==> config.mk <==
export PLATFORM = sky130hd
export DESIGN_NAME = serial_subtractor
export DESIGN_NICKNAME = d
export VERILOG_FILES = /design/src/rtl/serial_subtractor.sv
export SDC_FILE = /design/constraint.sdc
export NUM_CORES = 1
export LEC_CHECK = 0
export ABC_AREA = 1
export BUFFER_PORTS_ARGS = -buffer_cell sky130_fd_sc_hd__buf_4
export CORE_ASPECT_RATIO = 0.9
export CORE_UTILIZATION = 54
export CTS_CLUSTER_DIAMETER = 100
export DETAILED_ROUTE_END_ITERATION = 16
export PLACE_DENSITY = 0.78
export SYNTH_ARGS = -nofsm -noshare
export SYNTH_HDL_FRONTEND = slang
export SYNTH_SLANG_ARGS = --single-unit
==> constraint.sdc <==
create_clock -name clk -period 1.7 [get_ports clk]
set_input_delay 0.17 -clock clk [delete_from_list [all_inputs] [get_ports clk]]
set_output_delay 0.17 -clock clk [all_outputs]
set_load 0.02 [all_outputs]
==> src/rtl/serial_subtractor.sv <==
// rtl/serial_subtractor.sv - LSB-first bit-serial subtractor A-B-Bin with parallel result.
// Define SERIAL_SUBTRACTOR_OVF_EN to build the signed-overflow flag; otherwise ovf is tied to 0.
module serial_subtractor #(
  parameter int WIDTH = 8
) (
  input  logic             clk,
  input  logic             rst_n,
  input  logic             start,
  input  logic [WIDTH-1:0] A,
  input  logic [WIDTH-1:0] B,
  input  logic             Bin,
  output logic             busy,
  output logic             d_bit,
  output logic             d_valid,
  output logic [WIDTH-1:0] D,
  output logic             Bout,
  output logic             done,
  output logic             ovf
);

  localparam int CW = $clog2(WIDTH);

  typedef enum logic {IDLE, RUN} state_t;

  state_t           state;
  logic [WIDTH-1:0] a_sr;
  logic [WIDTH-1:0] b_sr;
  logic             br;
  logic [CW-1:0]    cnt;
  logic [WIDTH-2:0] res;
  logic             bit_d;
  logic             br_nx;
  logic [WIDTH-1:0] res_cat;

  assign bit_d   = a_sr[0] ^ b_sr[0] ^ br;
  assign br_nx   = (~a_sr[0] & b_sr[0]) | (~(a_sr[0] ^ b_sr[0]) & br);
  // New bit enters at the top; after WIDTH shifts bit k sits at index k.
  assign res_cat = {bit_d, res};

`ifdef SERIAL_SUBTRACTOR_OVF_EN
  logic a_msb;
  logic b_msb;
`endif

  always_ff @(posedge clk or negedge rst_n) begin
    if (!rst_n) begin
      state   <= IDLE;
      a_sr    <= '0;
      b_sr    <= '0;
      br      <= 1'b0;
      cnt     <= '0;
      res     <= '0;
      busy    <= 1'b0;
      d_bit   <= 1'b0;
      d_valid <= 1'b0;
      D       <= '0;
      Bout    <= 1'b0;
      done    <= 1'b0;
`ifdef SERIAL_SUBTRACTOR_OVF_EN
      a_msb   <= 1'b0;
      b_msb   <= 1'b0;
      ovf     <= 1'b0;
`endif
    end else begin
      case (state)
        IDLE: begin
          done    <= 1'b0;
          d_valid <= 1'b0;
          if (start) begin
            state <= RUN;
            busy  <= 1'b1;
            a_sr  <= A;
            b_sr  <= B;
            br    <= Bin;
            cnt   <= '0;
`ifdef SERIAL_SUBTRACTOR_OVF_EN
            a_msb <= A[WIDTH-1];
            b_msb <= B[WIDTH-1];
`endif
          end
        end
        RUN: begin
          d_bit   <= bit_d;
          d_valid <= 1'b1;
          a_sr    <= a_sr >> 1;
          b_sr    <= b_sr >> 1;
          br      <= br_nx;
          res     <= res_cat[WIDTH-1:1];
          cnt     <= cnt + 1'b1;
          if (cnt == CW'(WIDTH - 1)) begin
            state <= IDLE;
            busy  <= 1'b0;
            done  <= 1'b1;
            D     <= res_cat;
            Bout  <= br_nx;
`ifdef SERIAL_SUBTRACTOR_OVF_EN
            ovf   <= (a_msb != b_msb) && (bit_d != a_msb);
`endif
          end
        end
        default: state <= IDLE;
      endcase
    end
  end

`ifndef SERIAL_SUBTRACTOR_OVF_EN
  assign ovf = 1'b0;
`endif

endmodule

---- Yosys cells after proc, flatten, opt, wreduce, memory -nomap -nowiden ----
Index checks and enable logic that the tools add are counted.
storage, ports and cells
  logic and storage cells ................. 43
  bits in writable memories ............... 0
  output and inout bits ................... 14
  flip-flop bits (word level) ............. 41
  bits in latches ......................... 0
  memories kept ........................... 0
  input port bits ......................... 20
  memory bits (read-only) ................. 0
cells by class
  shift operators ......................... 0
  muxes and demuxes ....................... 17
  add/sub/neg operators ................... 1
  reduce and logical (&&, ||, !) cells .... 2
  multiply operators ...................... 0
  bitwise gates (word level) .............. 8
  divide/modulo/power cells ............... 0
  order comparisons ....................... 0
  eq/ne operators ......................... 3
operators with widths
  kind                                           number
  one-hot mux 8 bit (2 select lines)             2
  2-to-1 mux 8 bit                               2
  one-hot mux 1 bit (2 select lines)             5
  2-to-1 mux 1 bit                               6
  one-hot mux 3 bit (2 select lines)             1
  AND reduction 2 bit                            2
  adder 3 x 1 -> 3 bit, second input constant    1
  equality test 3 bit, second input constant     1
  2-to-1 mux 3 bit                               1
  NOT 1 bit                                      3
  bitwise AND 1 bit                              2
  != test 2 x 1 -> 1 bit, second input constant  1
  != test 2 bit, second input constant           1
  XOR 1 bit                                      2
  OR 1 bit                                       1

---- Depth between registers and ports, before layout ----
Gate-level depths: netlist of the first run.
  depth after elaboration ................. 5
  depth in mapped cells ................... 6
  depth with buffers taken out ............ 5

---- Least setup slack after synthesis of the first run ----
Ideal clock, no wire load.
  kind .................................... register -> register
  start ................................... register cnt[0]
  end ..................................... register D[6]
  path buffers ............................ 1
  required time ........................... 1626 ps
  setup time .............................. 74 ps
  stages on the path, launching flop included .. 7
  clock period less this slack ............ 1258 ps
  arrival ................................. 1184 ps
  slack ................................... 442 ps
  cells stage by stage .................... dfrtp_1 -> ha_1 -> ha_1 -> nand2_4 -> buf_6 -> nand2_2 -> o21ai_2
between the ends
  longest elaborated chain between the ends .. 2
RTL lines
  what                                  line  text
  from (decl)                           29    logic [CW-1:0] cnt;
  from (signal assigned)                89    cnt <= cnt + 1'b1;
  equality test 3 bit                   90    if (cnt == CW'(WIDTH - 1)) begin
  AND reduction 2 bit (no source line)  --
  to (signal assigned)                  94    D <= res_cat;
  to (decl)                             15    output logic [WIDTH-1:0] D,
No other way between the ends.
A chain may end at the register's enable or synchronous reset.

---- Worst setup path in the final report of the first run ----
  start ................................... register cnt[0]
  end ..................................... register Bout
between the ends
  longest elaborated chain between the ends .. 2
RTL lines
  what                                  line  text
  equality test 3 bit                   90
  AND reduction 2 bit (no source line)  --
  to (signal assigned)                  95    Bout <= br_nx;
  to (decl)                             16    output logic Bout,
No other way between the ends.

==> flow_summary.yaml, run 1 <==
die:
  core_sq_mm: 0.003090
  boundaryPins: 34
  die_w_um: 62.51
  fp.dieH_um: 56.46
  start_util: 0.5757
  die_area_sq_mm: 0.003529
  rows: 19
global_route:
  grt_pass1_wl_um: 5175
  overflow: 0
  grt_antenna_before_repair: 0
  grt_usage: 0.1910
  first_global_vias: 1211
  grt_max_degree: 41
routing:
  dr.max_layer_used: "met4"
  wirelength_um: 2891
  route.layer.met1.wl_um: 1351
  wl_met3_um: 161
  avgRoutedWirePerCell_um: 11.34
  dr.pass1.iters: 4
  route.met2.wl_um: 1355
  ant_nets: 0
  dr_total_vias: 1277
  first_iter_violations: 62
  vias_per_cell: 5.008
  drc: 0
sta:
  finalSetupViolations: 0
  rsz0062_at_grt: "no"
  fin_crit_sh: 0.8015
  hold_violations: 0
  drv_slew: 0
  period_minus_slack_ns: 1.363
  skew_ns: 0.006627
  final.setup.tns_ns: 0
  fmax_mhz: 733.9
cts:
  cts.repair.resized: 0
  cts_tree: "yes"
  ctsLongestPathBuffers: 2
  numCtsBuffers: 5
  clock_sinks: 40
  clkLatencyLatePin_ns: 0.34
  htreeDepth: 2
  cts_root_buffer: "clkbuf_4"
  clk_pin_slew_ns: 0.10
setup_path:
  cp_data_arrival_time_ns: 1.63
  cpMaxStageDelayCell: "dfrtp_1"
  max_stage_delay_ns: 0.42
  crit_required_ns: 1.97
  critPathLaunchType: "flip-flop"
  crit_top_cell: "ha_1"
  cp_cell_sequence: "ha_1 > ha_1 > nand2_4 > nand2_1 > o21ai_2"
  endpoint_kind: "flip-flop"
  critPathMaxFanout: 17
  critPathKind: "flip-flop to flip-flop"
yosys:
  ys_warn_count: 0
  ys_seq_elements: 40
  ys.flop_type: "dfrtp_1"
  yosysTopAreaCell: "dfrtp_1"
  synth_cells: 184
  synth_seq_area_share: 0.5626
  yosysTopAreaCellShare: 0.5626
  synthTopCellsByCount: "60 x nand2_1, 40 x dfrtp_1, 33 x nand3_1, 11 x inv_1, 9 x o21ai_2"
  synthTopCellsByArea: "dfrtp_1 56%, nand2_1 13%, nand3_1 9.3%"
  ys_types: 17
  synth_most_common_cell: "nand2_1"
  synth_edf_count: 0
  async_reset_ff_frac: 1.000
  syn_nets: 208
  syn-cell-area_sq_mm: 0.001779
  syn_area_per_cell_sq_um: 9.670
finish:
  layout.nets: 237
  area_delta_synth_final_pct: 15.26
  final_util: 0.6636
  fillCellCount: 277
  fin_cells: 255
  drive_gt1_frac: 0.2582
  num_antenna_cells: 0
place:
  port_buffers: 32
  dp_hpwl_um: 1997
  place_inst: 247
  gp_congestion: 0.7798
pwr:
  vdd_ir_drop_max_v: 0.0008812
  leakagePower_nw: 1.057
  p_per_area_mw_per_mm2: 1713
  finalPower_mw: 3.513
outcome:
  status: "finished, final reports clean"
flow_run:
  drv_cap: 0
hold_path:
  hp-class: "input port to flip-flop"
==> layout make-up <==
cell class                 count  area [sq um]  share of cell area
clock buffer                   7         65.06             0.03173
inverter                      12         45.04             0.02196
multi-input combinational    120         616.8              0.3008
sequential                    40          1001              0.4881
tap                           42         52.55             0.02563
timing repair buffer          34         270.3              0.1318
==> kinds of logic (layout without fill, tap and decap cells) <==
family / after synthesis / in the layout / synth area share
AOI/OAI and AO/OA: 18 / 18 / 0.07313
adders and majority gates: 4 / 4 / 0.03235
buffers and inverters: 24 / 53 / 0.09072
DFF: 40 / 40 / 0.5626
other: 1 / 1 / 0.002108
and+or+nand+nor: 97 / 97 / 0.2391
==> per-layer routing <==
layer / track usage / vias to the layer above
li1: - / 642
met1: 0.2469 / 592
met2: 0.3043 / 39
met3: 0.05894 / 4
met4: 0.06977 / 0
met5: 0 / -
==> registers in the layout (all words and copies together) (netlist names) <==
name and cells:
state 1, d_valid 1, done 1, busy 1, D 8, cnt 3
a_sr 8, b_sr 8, Bout 1, br 1, res 7
==> placed cells by master, fill, tap and decap left out <==
cell type / instances
nand2_1: 60
dfrtp_1: 40
nand3_1: 33
buf_4: 32
inv_1: 11
o21ai_2: 9
o21ai_0: 7
clkbuf_4: 5
ha_1: 3
nand2_2: 2
clkbuf_8: 2
inv_2: 1
o21ai_1: 1
nand2_4: 1
nor2_4: 1
a21boi_2: 1
fa_1: 1
conb_1: 1
dlygate4sd3_1: 1
buf_12: 1
==> final timing paths <==
path	from	to	slack, ns	cells after the start
hold / removal	A[7]	a_sr[7]	0.06	3
max in group asynchronous	rst_n	a_sr[2]	1.04	2
setup / recovery	cnt[0]	Bout	0.34	5
setup reg to reg	cnt[0]	Bout	0.34	5
hold reg to reg	done	done	0.49	2
min in group asynchronous	rst_n	d_valid	0.32	2
==> stage by stage <==
step                      instance area [sq um]  hold slack, ns  worst slack, ns
after floorplan                            1779         -0.1256           0.4423
after global placement                     1976          0.1644           0.4401
after detailed placement                   1976          0.1686           0.3602
after CTS                                  2051         0.04625           0.3350
after global routing                       2051         0.05961           0.2530
final                                      2051         0.06158           0.3374
==> worst max-delay path: cells and delay by family, from the launching register on <==
kind | cells | cell delay, ns
flip-flops | 1 | 0.42
adder cells (fa/ha/maj) | 2 | 0.48
AO/OA/AOI/OAI | 1 | 0.06
AND/OR/NAND/NOR | 2 | 0.33
==> report_power, final <==
group | switching (mW) | internal, mW
registers | 0.251 | 1.36
clock network | 0.276 | 0.235
logic | 0.810 | 0.580
==> timing repair <==
action / CTS / global route
setup buffers: 0 / 0
setup endpoints to repair: 0 / 0
endpoints found under the hold margin: 40 / 0
hold buffers: 1 / 0
Power figures use the tool's default switching activity.
==> inputs of run 2 (changes only) <==
--- a/config.mk
+++ b/config.mk
@@ -8,10 +8,10 @@
 export ABC_AREA = 1
 export BUFFER_PORTS_ARGS = -buffer_cell sky130_fd_sc_hd__buf_4
 export CORE_ASPECT_RATIO = 0.9
-export CORE_UTILIZATION = 54
+export CORE_UTILIZATION = 49
 export CTS_CLUSTER_DIAMETER = 100
 export DETAILED_ROUTE_END_ITERATION = 16
-export PLACE_DENSITY = 0.78
+export PLACE_DENSITY = 0.75
 export SYNTH_ARGS = -nofsm -noshare
 export SYNTH_HDL_FRONTEND = slang
 export SYNTH_SLANG_ARGS = --single-unit
==> constraint.sdc (replaced) <==
create_clock -name clk -period 1.25 [get_ports clk]
set_input_delay 0.125 -clock clk [delete_from_list [all_inputs] [get_ports clk]]
set_output_delay 0.125 -clock clk [all_outputs]
set_load 0.02 [all_outputs]
==> flow_summary.yaml, run 2 (synthesis gave the netlist of run 1 again) <==
outcome:
  status: "finished, final reports clean"
pwr:
  leakagePower_nw: 1.104
  clockPowerShare: 0.193
  p_per_area_mw_per_mm2: 2437
  finalPower_mw: 5.303
  power_frac_comb: 0.391
  swShare: 0.3657
  vdd_ir_drop_max_v: 0.001010
  p_seq_frac: 0.416
  intPower_mw: 3.364
  switchingPower_mw: 1.939
die:
  start_util: 0.5190
  die_area_sq_mm: 0.003876
  die_w_um: 65.52
  core_sq_mm: 0.003428
  fp.dieH_um: 59.17
  rows: 20
  boundaryPins: 34
cts:
  postCtsSetupRepairBufs: 0
  clk_pin_slew_ns: 0.07
  cts_root_buffer: "clkbuf_8"
  clock_sinks: 40
  ctsLongestPathBuffers: 2
  cts_tree: "yes"
  clkLatencyLatePin_ns: 0.29
  numCtsBuffers: 5
  htreeDepth: 2
routing:
  dr.pass1.iters: 4
  avgRoutedWirePerCell_um: 11.94
  vias_per_cell: 4.939
  dr_total_vias: 1304
  wirelength_um: 3152
  drc: 0
  ant_nets: 0
  first_iter_violations: 79
sta:
  fmax_mhz: 840.5
  skew_ns: 0.003968
  fin_crit_sh: 0.9518
  worstMarginPinSlew_ns: 0.5002
  finalSetupViolations: 0
  max_slew_margin: 0.6665
  drv_slew: 0
  period_minus_slack_ns: 1.190
  hold_violations: 0
setup_path:
  cp-endpoint: "D[7]"
  r2r_end: "D[7]"
  endpoint_kind: "flip-flop"
  crit_required_ns: 1.44
  rr_startpoint: "cnt[0]"
  critPathKind: "flip-flop to flip-flop"
  critPathMaxFanout: 2
  max_stage_delay_ns: 0.38
  cp-startpoint: "cnt[0]"
  reg2reg_depth: 5
  cp_data_arrival_time_ns: 1.38
  critPathLaunchType: "flip-flop"
  cp_cell_sequence: "ha_1 > ha_4 > buf_4 > nand3_1 > nand2_1"
  reg2reg_slack_ns: 0.06
  cpMaxStageDelayCell: "dfrtp_1"
finish:
  fillCellCount: 305
  drive_gt1_frac: 0.2864
  area_delta_synth_final_pct: 22.29
  largestRegisters: "D: 8 flops, a_sr: 8 flops, b_sr: 8 flops"
  num_antenna_cells: 0
  final_cell_mix: "60 x nand2_1, 39 x dfrtp_1, 37 x buf_4, 33 x nand3_1, 11 x inv_1"
  final_util: 0.6347
  layout.nets: 243
  layout_commonest_cell: "nand2_1"
place:
  gp_congestion: 0.7335
  port_buffers: 32
  dp_hpwl_um: 2156
global_route:
  grt_usage: 0.1973
  overflow: 0
  grt_max_degree: 41
  first_global_vias: 1204
  grt_pass1_wl_um: 5513
  grt_antenna_before_repair: 0
flow_run:
  drv_cap: 0
hold_path:
  worstHoldPathCells: 3
  hp-class: "input port to flip-flop"
run 2: metrics by stage:
stage / setup WS [ns] / instances / cell area (sq um) / hold WS [ns] / TNS (ns)
3_3_place_gp: 0.03100 / 255 / 2036 / 0.1280 / 0
3_5_place_dp: -0.007465 / 255 / 2036 / 0.1271 / -0.01126
2_1_floorplan: 0.0008614 / 184 / 1783 / -0.1706 / 0
4_1_cts: 0.01729 / 264 / 2156 / 0.04627 / 0
6_report: 0.06024 / 264 / 2176 / 0.05761 / 0
5_1_grt: -0.0005934 / 264 / 2176 / 0.06451 / -0.001066
run 2: how the worst min path moves through the flow:
stage	slack, ns	start	to
floorplan	-0.17	rst_n	Bout
global placement	0.13	rst_n	D[4]
detailed placement	0.13	rst_n	Bout
CTS	0.05	A[7]	a_sr[7]
global route	0.06	A[7]	a_sr[7]
finish	0.06	A[7]	a_sr[7]
run 2: per-layer routing:
layer | track usage | part of all wire | routed length [um]
met3 | 0.05577 | 0.054 | 171
met4 | 0.1273 | 0.025 | 80
met2 | 0.2842 | 0.44 | 1393
met1 | 0.2620 | 0.48 | 1506
met5 | 0 | 0 | 0
run 2: critical path: cells and delay by family, from the launching register on:
kind	cells	cell delay (ns)
flops	1	0.38
simple gates	2	0.12
buf+inv	1	0.13
fa+ha+maj	2	0.45
run 2: cell type report:
cell class / count / area (sq um) / share of cell area
clock inverters: 2 / 35.03 / 0.01610
flip-flops and latches: 40 / 1002 / 0.4606
inverters: 12 / 45.04 / 0.02070
repair buffers: 40 / 327.8 / 0.1507
multi-input cells: 120 / 638.1 / 0.2933
clock buffers: 6 / 72.57 / 0.03335
well taps: 44 / 55.05 / 0.02530
run 2: power by group through the flow:
stage	combinational, mW	clock [mW]	sequential, mW
after floorplan	1.26	0	2.36
after global placement	1.98	0	2.19
after detailed placement	2.07	0	2.21
after CTS	2.07	1.06	2.20
after global routing	2.35	1.10	2.28
final	2.08	1.02	2.20
run 2: timing repair:
action                                 CTS  global route
resized for setup                        1             3
endpoints found under the hold margin   40             0
hold buffers                             1             0
pin swaps                                1             0
setup endpoints to repair                7            16
